<file path="config.mk">
export PLATFORM = sky130hd
export DESIGN_NAME = div_repsub_flat
export DESIGN_NICKNAME = d
export VERILOG_FILES = /design/src/rtl/div_pkg.sv /design/src/rtl/div_repsub_if.sv /design/src/rtl/div_datapath.sv /design/src/rtl/div_repsub.sv /design/src/flat_wrapper.sv
export SDC_FILE = /design/constraint.sdc
export NUM_CORES = 1
export LEC_CHECK = 0
export CAP_MARGIN = 15
export CORE_MARGIN = 4
export CORE_UTILIZATION = 45
export DETAILED_ROUTE_END_ITERATION = 10
export PLACE_DENSITY = 0.8
export RECOVER_POWER = 50
export SLEW_MARGIN = 0
export SYNTH_ARGS = -nofsm -noshare
export SYNTH_HDL_FRONTEND = slang
export SYNTH_SLANG_ARGS = --single-unit
export TNS_END_PERCENT = 1
</file>
<file path="constraint.sdc">
create_clock -name clk -period 3.2 [get_ports clk]
set_input_delay 0.32 -clock clk [delete_from_list [all_inputs] [get_ports clk]]
set_output_delay 0.32 -clock clk [all_outputs]
set_load 0.02 [all_outputs]
</file>
<file path="src/rtl/div_pkg.sv">
// Shared definitions for the repeated-subtraction divider: state encoding and default width.
package div_pkg;

    localparam int W_DEFAULT = 16;

    localparam logic [2:0] ST_IDLE = 3'b000;
    localparam logic [2:0] ST_LDN  = 3'b001;
    localparam logic [2:0] ST_LDD  = 3'b010;
    localparam logic [2:0] ST_CALC = 3'b011;
    localparam logic [2:0] ST_DONE = 3'b100;

    typedef enum logic [2:0] {
        IDLE = ST_IDLE,
        LDN  = ST_LDN,
        LDD  = ST_LDD,
        CALC = ST_CALC,
        DONE = ST_DONE
    } state_t;

endpackage

</file>
<file path="src/rtl/div_repsub_if.sv">
// Divider request/result bundle; master drives start/data_in, slave returns results and status.
// Operands share data_in on consecutive cycles, so there is no per-operand handshake.
interface div_repsub_if
    import div_pkg::*;
#(
    parameter int W = W_DEFAULT
);
    logic         start;
    logic [W-1:0] data_in;
    logic [W-1:0] quotient;
    logic [W-1:0] remainder;
    logic         busy;
    logic         done;
    logic         div_by_zero;

    modport master (
        output start, data_in,
        input  quotient, remainder, busy, done, div_by_zero
    );

    modport slave (
        input  start, data_in,
        output quotient, remainder, busy, done, div_by_zero
    );
endinterface

</file>
<file path="src/rtl/div_datapath.sv">
// Divider datapath: remainder/divisor/quotient registers, guarded subtractor, compare, zero detect.
// Single-cycle register updates; no backpressure, controls are applied unconditionally.
module div_datapath
    import div_pkg::*;
#(
    parameter int W = W_DEFAULT
) (
    input  logic         clk,
    input  logic         rst,
    input  logic [W-1:0] data_in,
    input  logic         ld_r,
    input  logic         ld_d,
    input  logic         sub,
    output logic [W-1:0] quotient,
    output logic [W-1:0] remainder,
    output logic         ge,
    output logic         zero
);
    logic [W-1:0] r_q;
    logic [W-1:0] d_q;
    logic [W-1:0] q_q;

    assign zero      = (data_in == '0);
    assign ge        = (r_q >= d_q);
    assign quotient  = q_q;
    assign remainder = r_q;

    always_ff @(posedge clk) begin
        if (rst) begin
            r_q <= '0;
            d_q <= '0;
            q_q <= '0;
        end else begin
            if (ld_r) begin
                r_q <= data_in;
            end
            if (ld_d) begin
                d_q <= data_in;
                // A zero divisor saturates the quotient; the dividend stays as remainder.
                q_q <= zero ? '1 : '0;
            end
            if (sub) begin
                r_q <= r_q - d_q;
                q_q <= q_q + W'(1);
            end
        end
    end
endmodule

</file>
<file path="src/rtl/div_repsub.sv">
// Sequential unsigned divider by repeated subtraction; DONE is reached q+3 edges after start.
// No backpressure: start is only honoured in IDLE/DONE and results hold until the next start.
module div_repsub
    import div_pkg::*;
#(
    parameter int W = W_DEFAULT
) (
    input logic         clk,
    input logic         rst,
    div_repsub_if.slave bus
);
    state_t state_q;
    state_t state_d;
    logic   ld_r;
    logic   ld_d;
    logic   sub;
    logic   ge;
    logic   zero;
    logic   dz_q;

    div_datapath #(.W(W)) u_dp (
        .clk       (clk),
        .rst       (rst),
        .data_in   (bus.data_in),
        .ld_r      (ld_r),
        .ld_d      (ld_d),
        .sub       (sub),
        .quotient  (bus.quotient),
        .remainder (bus.remainder),
        .ge        (ge),
        .zero      (zero)
    );

    always_ff @(posedge clk) begin
        if (rst) begin
            state_q <= IDLE;
        end else begin
            state_q <= state_d;
        end
    end

    always_comb begin
        state_d = state_q;
        ld_r    = 1'b0;
        ld_d    = 1'b0;
        sub     = 1'b0;
        case (state_q)
            IDLE: begin
                if (bus.start) begin
                    state_d = LDN;
                end
            end
            LDN: begin
                ld_r    = 1'b1;
                state_d = LDD;
            end
            LDD: begin
                ld_d    = 1'b1;
                state_d = zero ? DONE : CALC;
            end
            CALC: begin
                if (ge) begin
                    sub = 1'b1;
                end else begin
                    state_d = DONE;
                end
            end
            DONE: begin
                if (bus.start) begin
                    state_d = LDN;
                end
            end
            default: state_d = IDLE;
        endcase
    end

    always_ff @(posedge clk) begin
        if (rst) begin
            dz_q <= 1'b0;
        end else if (ld_d) begin
            dz_q <= zero;
        end else if (state_q == DONE && bus.start) begin
            dz_q <= 1'b0;
        end
    end

    assign bus.busy        = (state_q == LDN) || (state_q == LDD) || (state_q == CALC);
    assign bus.done        = (state_q == DONE);
    assign bus.div_by_zero = (state_q == DONE) && dz_q;
endmodule

</file>
<file path="src/flat_wrapper.sv">
// flat-port wrapper written by rule: the top's interface ports become plain ports
module div_repsub_flat import div_pkg::*;
#(
    parameter int W = W_DEFAULT
)
  (clk, rst, bus_start, bus_data_in, bus_quotient, bus_remainder, bus_busy, bus_done, bus_div_by_zero);
  div_repsub_if #(.W(W)) bus_i ();
  input logic clk;
  input logic rst;
  input wire logic [$bits(bus_i.start)-1:0] bus_start;
  input wire logic [$bits(bus_i.data_in)-1:0] bus_data_in;
  output wire logic [$bits(bus_i.quotient)-1:0] bus_quotient;
  output wire logic [$bits(bus_i.remainder)-1:0] bus_remainder;
  output wire logic [$bits(bus_i.busy)-1:0] bus_busy;
  output wire logic [$bits(bus_i.done)-1:0] bus_done;
  output wire logic [$bits(bus_i.div_by_zero)-1:0] bus_div_by_zero;
  assign bus_i.start = bus_start;
  assign bus_i.data_in = bus_data_in;
  assign bus_quotient = bus_i.quotient;
  assign bus_remainder = bus_i.remainder;
  assign bus_busy = bus_i.busy;
  assign bus_done = bus_i.done;
  assign bus_div_by_zero = bus_i.div_by_zero;
  div_repsub #(.W(W)) u_core (.clk(clk), .rst(rst), .bus(bus_i));
endmodule
</file>
==> flow_summary.json, run 1 <==
{
  "clk_pin_slew_ns": 0.11,
  "area_growth_pct": 22.76,
  "place_congestion": 0.9276,
  "ctsHtreeMaxLevel": 2,
  "synth_nets": 462,
  "layout-drive-gt1-share_pct": 4.043,
  "ys_ff_latch": 52,
  "synth_xor_area_share_pct": 4.127,
  "startpoint": "u_core.u_dp.remainder[0]$_SDFFE_PP0P_",
  "critPathArrivalTime_ns": 3.11,
  "regToRegEndpoint": "u_core.u_dp.quotient[6]$_SDFFE_PP0P_",
  "r2r_cells": 10,
  "synth_fa_ha_area_share_pct": 7.311,
  "final_area_sq_um": 3908,
  "slowest_delay_ns": 0.52,
  "drtIter0Drc": 194,
  "relSlewSlack_pct": 51.10,
  "post_cts_buffers": 0,
  "hp-class": "reg -> reg",
  "placedCellCount": 558,
  "worstPathMaxFanout": 4,
  "cts_inserted_buffers": 5,
  "grt_pass1_vias": 3068,
  "worst-r2r-setup-slack_ns": 0.35,
  "switching_share_pct": 43.13,
  "core_sq_um": 6832,
  "r2r-start": "u_core.u_dp.remainder[0]$_SDFFE_PP0P_",
  "cp-end-kind": "flop",
  "p_seq_share_pct": 29.3,
  "vdd_drop_max_mv": 0.3349,
  "fin_tns_setup_ns": 0,
  "gr-usage-all-layers_pct": 20.07,
  "worst_clock_skew_ns": 0.01684,
  "rsz0062_at_grt": "false",
  "routed_via_density": 5.733,
  "avgSynthCellArea_sq_um": 7.490,
  "synth_cell_types": 48,
  "clkPwrFrac_pct": 17.8,
  "final_cells": 566,
  "post_cts_resized": 0,
  "mostFrequentLayoutCell": "a21oi_1",
  "synth_edf_count": 0,
  "status": "completed",
  "crit_type": "reg -> reg",
  "share_comb_of_total_power_pct": 52.9,
  "cp_top_family": "simple AND/OR/NAND/NOR gates",
  "cp_num_cells": 10,
  "ys_warn_count": 0,
  "switchingPower_mw": 1.152,
  "hold_path_depth": 2,
  "grt_pass1_wl_um": 14230,
  "antenna_found_initial": 0,
  "fin_crit_ns": 2.852,
  "synth.cell_area_sq_um": 3183,
  "core.rowCount": 30,
  "cts_tree": "yes",
  "antenna_cells": 0,
  "wl_per_cell_um": 15.08,
  "yosys.area_share.simple_pct": 22.72,
  "multi_input_area_sq_um": 1982,
  "grt_max_degree": 34,
  "cp_slowest_cell": "or4_1",
  "p_int_mw": 1.519,
  "maxCapViolCount": 0,
  "fp.dieW_um": 92.11,
  "netlist_instances": 425,
  "overflow": 0,
  "setup_viol": 0,
  "required_ns": 3.45,
  "finalHoldViolCount": 0,
  "synth_flop_cell": "dfxtp_1",
  "netlist.area_leader.share_pct": 32.70,
  "first_pass_iters": 5,
  "slew_violations": 0,
  "power_leakage_nw": 1.465,
  "fin_nets": 506,
  "ant_nets": 0,
  "dp_hpwl_um": 6145,
  "ys_async_sr_fraction_pct": 0,
  "wirelength_um": 8538,
  "crit_buf_inv": 1,
  "fmax_ghz": 0.3507,
  "initial_core_util_pct": 46.59,
  "num_vias": 3245,
  "cp-endpoint": "u_core.u_dp.quotient[6]$_SDFFE_PP0P_",
  "insertion_delay_ns": 0.32,
  "n_fill_cell": 668,
  "regArea_sq_um": 1041,
  "cts_sinks": 52,
  "port_buffers": 53,
  "synth_mux_area_share_pct": 1.887,
  "cts_root_buffer": "clkbuf_8",
  "ctsLongestPathBuffers": 2,
  "ctsHoldBuffers": 0,
  "synthTopCellsByArea": "dfxtp_1 33%, a21oi_1 11%, nand2_1 7.8%",
  "die_area_sq_um": 8483,
  "remaining_drc_errors": 0,
  "place_area_sq_um": 3796,
  "fin_crit_sh_pct": 89.12,
  "startpoint_type": "flop",
  "path_cells": "inv_1, ha_1, fa_1, nand2b_1, a21oi_1, o211ai_1, and3_1, or2_1, or4_1, a31oi_1",
  "power-per-cell-area_nw_per_um2": 683.5,
  "synth_top_family_by_area": "compound AO/OA/AOI/OAI gates",
  "io_pins": 54,
  "seq_area_frac_synth_pct": 32.70,
  "synth-compound-area-share_pct": 26.06,
  "synth_area_leader_cell": "dfxtp_1",
  "mostFrequentLayoutCells": "67 x a21oi_1, 66 x nand2_1, 52 x dfxtp_1",
  "worstMarginPinSlew_ns": 0.7308,
  "die_h_um": 92.11
}
==> Yosys cell counts, types with 2 or more instances <==
cell type and n:
dfxtp_1 52, nor3_1 9, nor2_1 30, nand3_1 8, nor4b_1 3, a31oi_1 5
a221oi_1 2, inv_1 22, nor4_1 5, a21o_1 5, nand4_1 2, xnor2_1 8
o21ai_0 11, nand2b_1 8, a22oi_1 5, or3_1 2, nor2b_1 4, o31ai_1 3
a21oi_1 67, o22ai_1 5, clkbuf_1 20, a32oi_1 2, a211oi_1 16, a2bb2oi_1 2
and2_1 3, a21boi_0 2, nand2_1 66, o211ai_1 4, and3_1 7, mux2i_1 6
buf_1 2, xor2_1 7, ha_1 17
==> power by group through the flow <==
stage,clock [mW],sequential [mW],combinational (mW)
4_1_cts,0.476,0.782,1.41
2_1_floorplan,0,0.818,1.01
5_1_grt,0.501,0.794,1.57
6_report,0.475,0.782,1.41
3_3_place_gp,0,0.795,1.38
3_5_place_dp,0,0.797,1.39
==> sequential cells by signal, indices dropped and copies added (netlist names) <==
signal,count
u_core.dz_q,1
u_core.state_q,3
u_core.u_dp.d_q,16
u_core.u_dp.quotient,16
u_core.u_dp.remainder,16
==> how the worst min path moves through the flow <==
stage	startpoint	end	slack [ns]
after floorplan	u_core.u_dp.d_q[10]$_SDFFE_PP0N_	u_core.u_dp.d_q[10]$_SDFFE_PP0N_	0.44
after global placement	u_core.u_dp.d_q[9]$_SDFFE_PP0N_	u_core.u_dp.d_q[9]$_SDFFE_PP0N_	0.44
after detailed placement	u_core.u_dp.d_q[11]$_SDFFE_PP0N_	u_core.u_dp.d_q[11]$_SDFFE_PP0N_	0.45
after CTS	u_core.u_dp.d_q[11]$_SDFFE_PP0N_	u_core.u_dp.d_q[11]$_SDFFE_PP0N_	0.46
after global routing	u_core.u_dp.d_q[11]$_SDFFE_PP0N_	u_core.u_dp.d_q[11]$_SDFFE_PP0N_	0.47
final	u_core.u_dp.d_q[5]$_SDFFE_PP0N_	u_core.u_dp.d_q[5]$_SDFFE_PP0N_	0.46
==> stage by stage <==
step	hold slack (ns)	power [mW]	utilization [%]	setup slack, ns
final	0.4613	2.671	57.20	0.3482
after global placement	0.4441	2.173	55.57	0.5088
after floorplan	0.4363	1.827	-	0.3385
after global routing	0.4724	2.867	57.20	0.1478
after detailed placement	0.4467	2.191	55.57	0.3767
after CTS	0.4614	2.668	57.25	0.3426
==> worst reg2reg max path: cells and delay by family (launching register included) <==
family	cells	cell delay, ns
buf+inv	1	0.05
simple gates	4	1.16
compound gates	3	0.63
flops	1	0.36
fa+ha+maj	2	0.59
==> layer usage <==
layer | global-route usage (%) | vias up | wire [um]
met5 | 0 | - | 0
met4 | 5.817 | 0 | 159
met3 | 3.281 | 29 | 562
met2 | 35.52 | 122 | 4059
met1 | 24.94 | 1487 | 3756
li1 | - | 1607 | -
==> cells by family (layout without fill, tap and decap cells) <==
kind of cell,Yosys count,in the layout
adders and majority gates,18,18
and+or+nand+nor,154,154
buffers and inverters,44,89
DFF,52,52
muxes,6,6
AOI/OAI and AO/OA,136,136
xor gates and xnor gates,15,15
==> cell type report <==
type                            count  area share [%]
Multi-Input combinational cell    329           50.72
Sequential cell                    52           26.64
Timing Repair Buffer               59           14.51
Tap cell                           96           3.074
Inverter                           22           2.113
Clock buffer                        5           1.761
Clock inverter                      3           1.185
Note: power is estimated with default switching activity, not from simulation.
==> inputs of run 2 (changes only) <==
Settings changed: CORE_UTILIZATION 45 to 39, GPL_TIMING_DRIVEN from default to 1, MAX_ROUTING_LAYER from default to met4, PLACE_DENSITY 0.8 to 0.73.
==> flow_summary.json, run 2 (synthesis results as in run 1) <==
{
  "wirelength_um": 8671,
  "maxCapViolCount": 0,
  "cp-endpoint": "u_core.u_dp.quotient[6]$_SDFFE_PP0P_",
  "final_cells": 575,
  "antenna_found_initial": 0,
  "layout-drive-gt1-share_pct": 4.440,
  "ctsHoldBuffers": 0,
  "fin_nets": 509,
  "place_congestion": 0.9718,
  "insertion_delay_ns": 0.30,
  "fin_crit_sh_pct": 89.06,
  "ctsLongestPathBuffers": 2,
  "slew_violations": 0,
  "startpoint_type": "flop",
  "switching_share_pct": 42.50,
  "core_sq_um": 7848,
  "area_growth_pct": 23.58,
  "routed_via_density": 5.595,
  "core.rowCount": 32,
  "whs_ns": 0.4574,
  "port_buffers": 53,
  "fp.dieW_um": 98.34,
  "fmax_ghz": 0.3509,
  "cp_slowest_cell": "or4_1",
  "placedCellCount": 567,
  "dp_hpwl_um": 6319,
  "overflow": 0,
  "worstMarginPinSlew_ns": 1.250,
  "finalPower_mw": 2.650,
  "initial_core_util_pct": 40.56,
  "antenna_cells": 0,
  "rsz0062_at_grt": "false",
  "r2r_cells": 10,
  "die_h_um": 98.34,
  "post_cts_buffers": 0,
  "cts_root_buffer": "clkbuf_8",
  "regToRegEndpoint": "u_core.u_dp.quotient[6]$_SDFFE_PP0P_",
  "grt_max_degree": 31,
  "mostFrequentLayoutCells": "67 x a21oi_1, 66 x nand2_1, 52 x dfxtp_1",
  "io_pins": 54,
  "fin_crit_ns": 2.850,
  "ant_nets": 0,
  "power-per-cell-area_nw_per_um2": 673.6,
  "p_int_mw": 1.524,
  "ctsHtreeMaxLevel": 2,
  "first_pass_iters": 4,
  "cp-end-kind": "flop",
  "r2r-start": "u_core.u_dp.remainder[0]$_SDFFE_PP0P_",
  "p_seq_share_pct": 29.5,
  "slowest_delay_ns": 0.51,
  "cts_sinks": 52,
  "status": "completed",
  "gr-usage-all-layers_pct": 17.73,
  "worst_clock_skew_ns": 0.008227,
  "worst-r2r-setup-slack_ns": 0.35,
  "setup_viol": 0,
  "crit_type": "reg -> reg",
  "vdd_drop_max_mv": 0.3156,
  "switchingPower_mw": 1.126,
  "critPathArrivalTime_ns": 3.09,
  "mostFrequentLayoutCell": "a21oi_1",
  "die_area_sq_um": 9671,
  "power_leakage_nw": 1.465,
  "required_ns": 3.44,
  "relSlewSlack_pct": 16.64,
  "path_cells": "inv_1, ha_1, fa_1, nand2b_1, a21oi_1, o211ai_1, and3_1, or2_1, or4_1, a31oi_1",
  "clkPwrFrac_pct": 17.0,
  "drtIter0Drc": 132,
  "grt_pass1_wl_um": 14180,
  "wl_per_cell_um": 15.08,
  "hp-class": "reg -> reg",
  "cts_tree": "yes",
  "num_vias": 3217,
  "finalHoldViolCount": 0,
  "share_comb_of_total_power_pct": 53.5,
  "post_cts_resized": 0,
  "remaining_drc_errors": 0,
  "fin_tns_setup_ns": 0,
  "worstPathMaxFanout": 4,
  "clk_pin_slew_ns": 0.10,
  "startpoint": "u_core.u_dp.remainder[0]$_SDFFE_PP0P_",
  "cts_inserted_buffers": 5,
  "grt_pass1_vias": 2980
}
[run 2: metal layers]
metal  vias to the layer above  track usage (%)  share of wire (%)
li1                       1617                -                  -
met1                      1517            23.21                 47
met2                        74            29.02                 47
met3                         9            3.000                4.2
met4                         0            3.361                1.0
met5                         -                -                  0
[run 2: worst min path at each step]
stage                                                 from                               end  slack (ns)  cells past startpoint
after floorplan           u_core.u_dp.d_q[10]$_SDFFE_PP0N_  u_core.u_dp.d_q[10]$_SDFFE_PP0N_        0.44                      2
after global placement    u_core.u_dp.d_q[15]$_SDFFE_PP0N_  u_core.u_dp.d_q[15]$_SDFFE_PP0N_        0.44                      2
after detailed placement  u_core.u_dp.d_q[15]$_SDFFE_PP0N_  u_core.u_dp.d_q[15]$_SDFFE_PP0N_        0.45                      2
after CTS                 u_core.u_dp.d_q[15]$_SDFFE_PP0N_  u_core.u_dp.d_q[15]$_SDFFE_PP0N_        0.46                      2
after global routing      u_core.u_dp.d_q[10]$_SDFFE_PP0N_  u_core.u_dp.d_q[10]$_SDFFE_PP0N_        0.47                      2
final                      u_core.u_dp.d_q[6]$_SDFFE_PP0N_   u_core.u_dp.d_q[6]$_SDFFE_PP0N_        0.46                      2
[run 2: cell type report]
cell class | count | area (sq um)
fillers | 778 | 3914
clock buffers | 6 | 72.57
inverters | 22 | 82.58
flip-flops and latches | 52 | 1041
multi-input cells | 329 | 1982
repair buffers | 62 | 593.1
well taps | 102 | 127.6
clock inverters | 2 | 35.03
[run 2: power by group through the flow]
stage / sequential [mW] / clock (mW) / combinational [mW]
floorplan: 0.818 / 0 / 1.01
global placement: 0.794 / 0 / 1.39
detailed placement: 0.797 / 0 / 1.40
CTS: 0.783 / 0.464 / 1.42
global route: 0.791 / 0.483 / 1.57
finish: 0.783 / 0.450 / 1.42
[run 2: through the flow]
stage	setup WS [ns]	util (%)	area (sq um)
final	0.3502	50.13	3934
after floorplan	0.3385	-	3183
after detailed placement	0.3735	48.76	3826
after global placement	0.4977	48.76	3826
after global routing	0.1582	50.13	3934
after CTS	0.3482	50.13	3934
[run 2: critical path: cells and delay by family, from the launching register on]
family	cells	cell delay (ns)
buffers and inverters	1	0.06
and+or+nand+nor	4	1.16
adders and majority gates	2	0.61
AOI/OAI and AO/OA	3	0.63
DFF	1	0.35
==> inputs of run 3 (changes only) <==
Settings changed: HOLD_SLACK_MARGIN from default to 0.03.
==> results of run 3 <==
The final DEF is identical to that of run 2; final timing and power are the same.
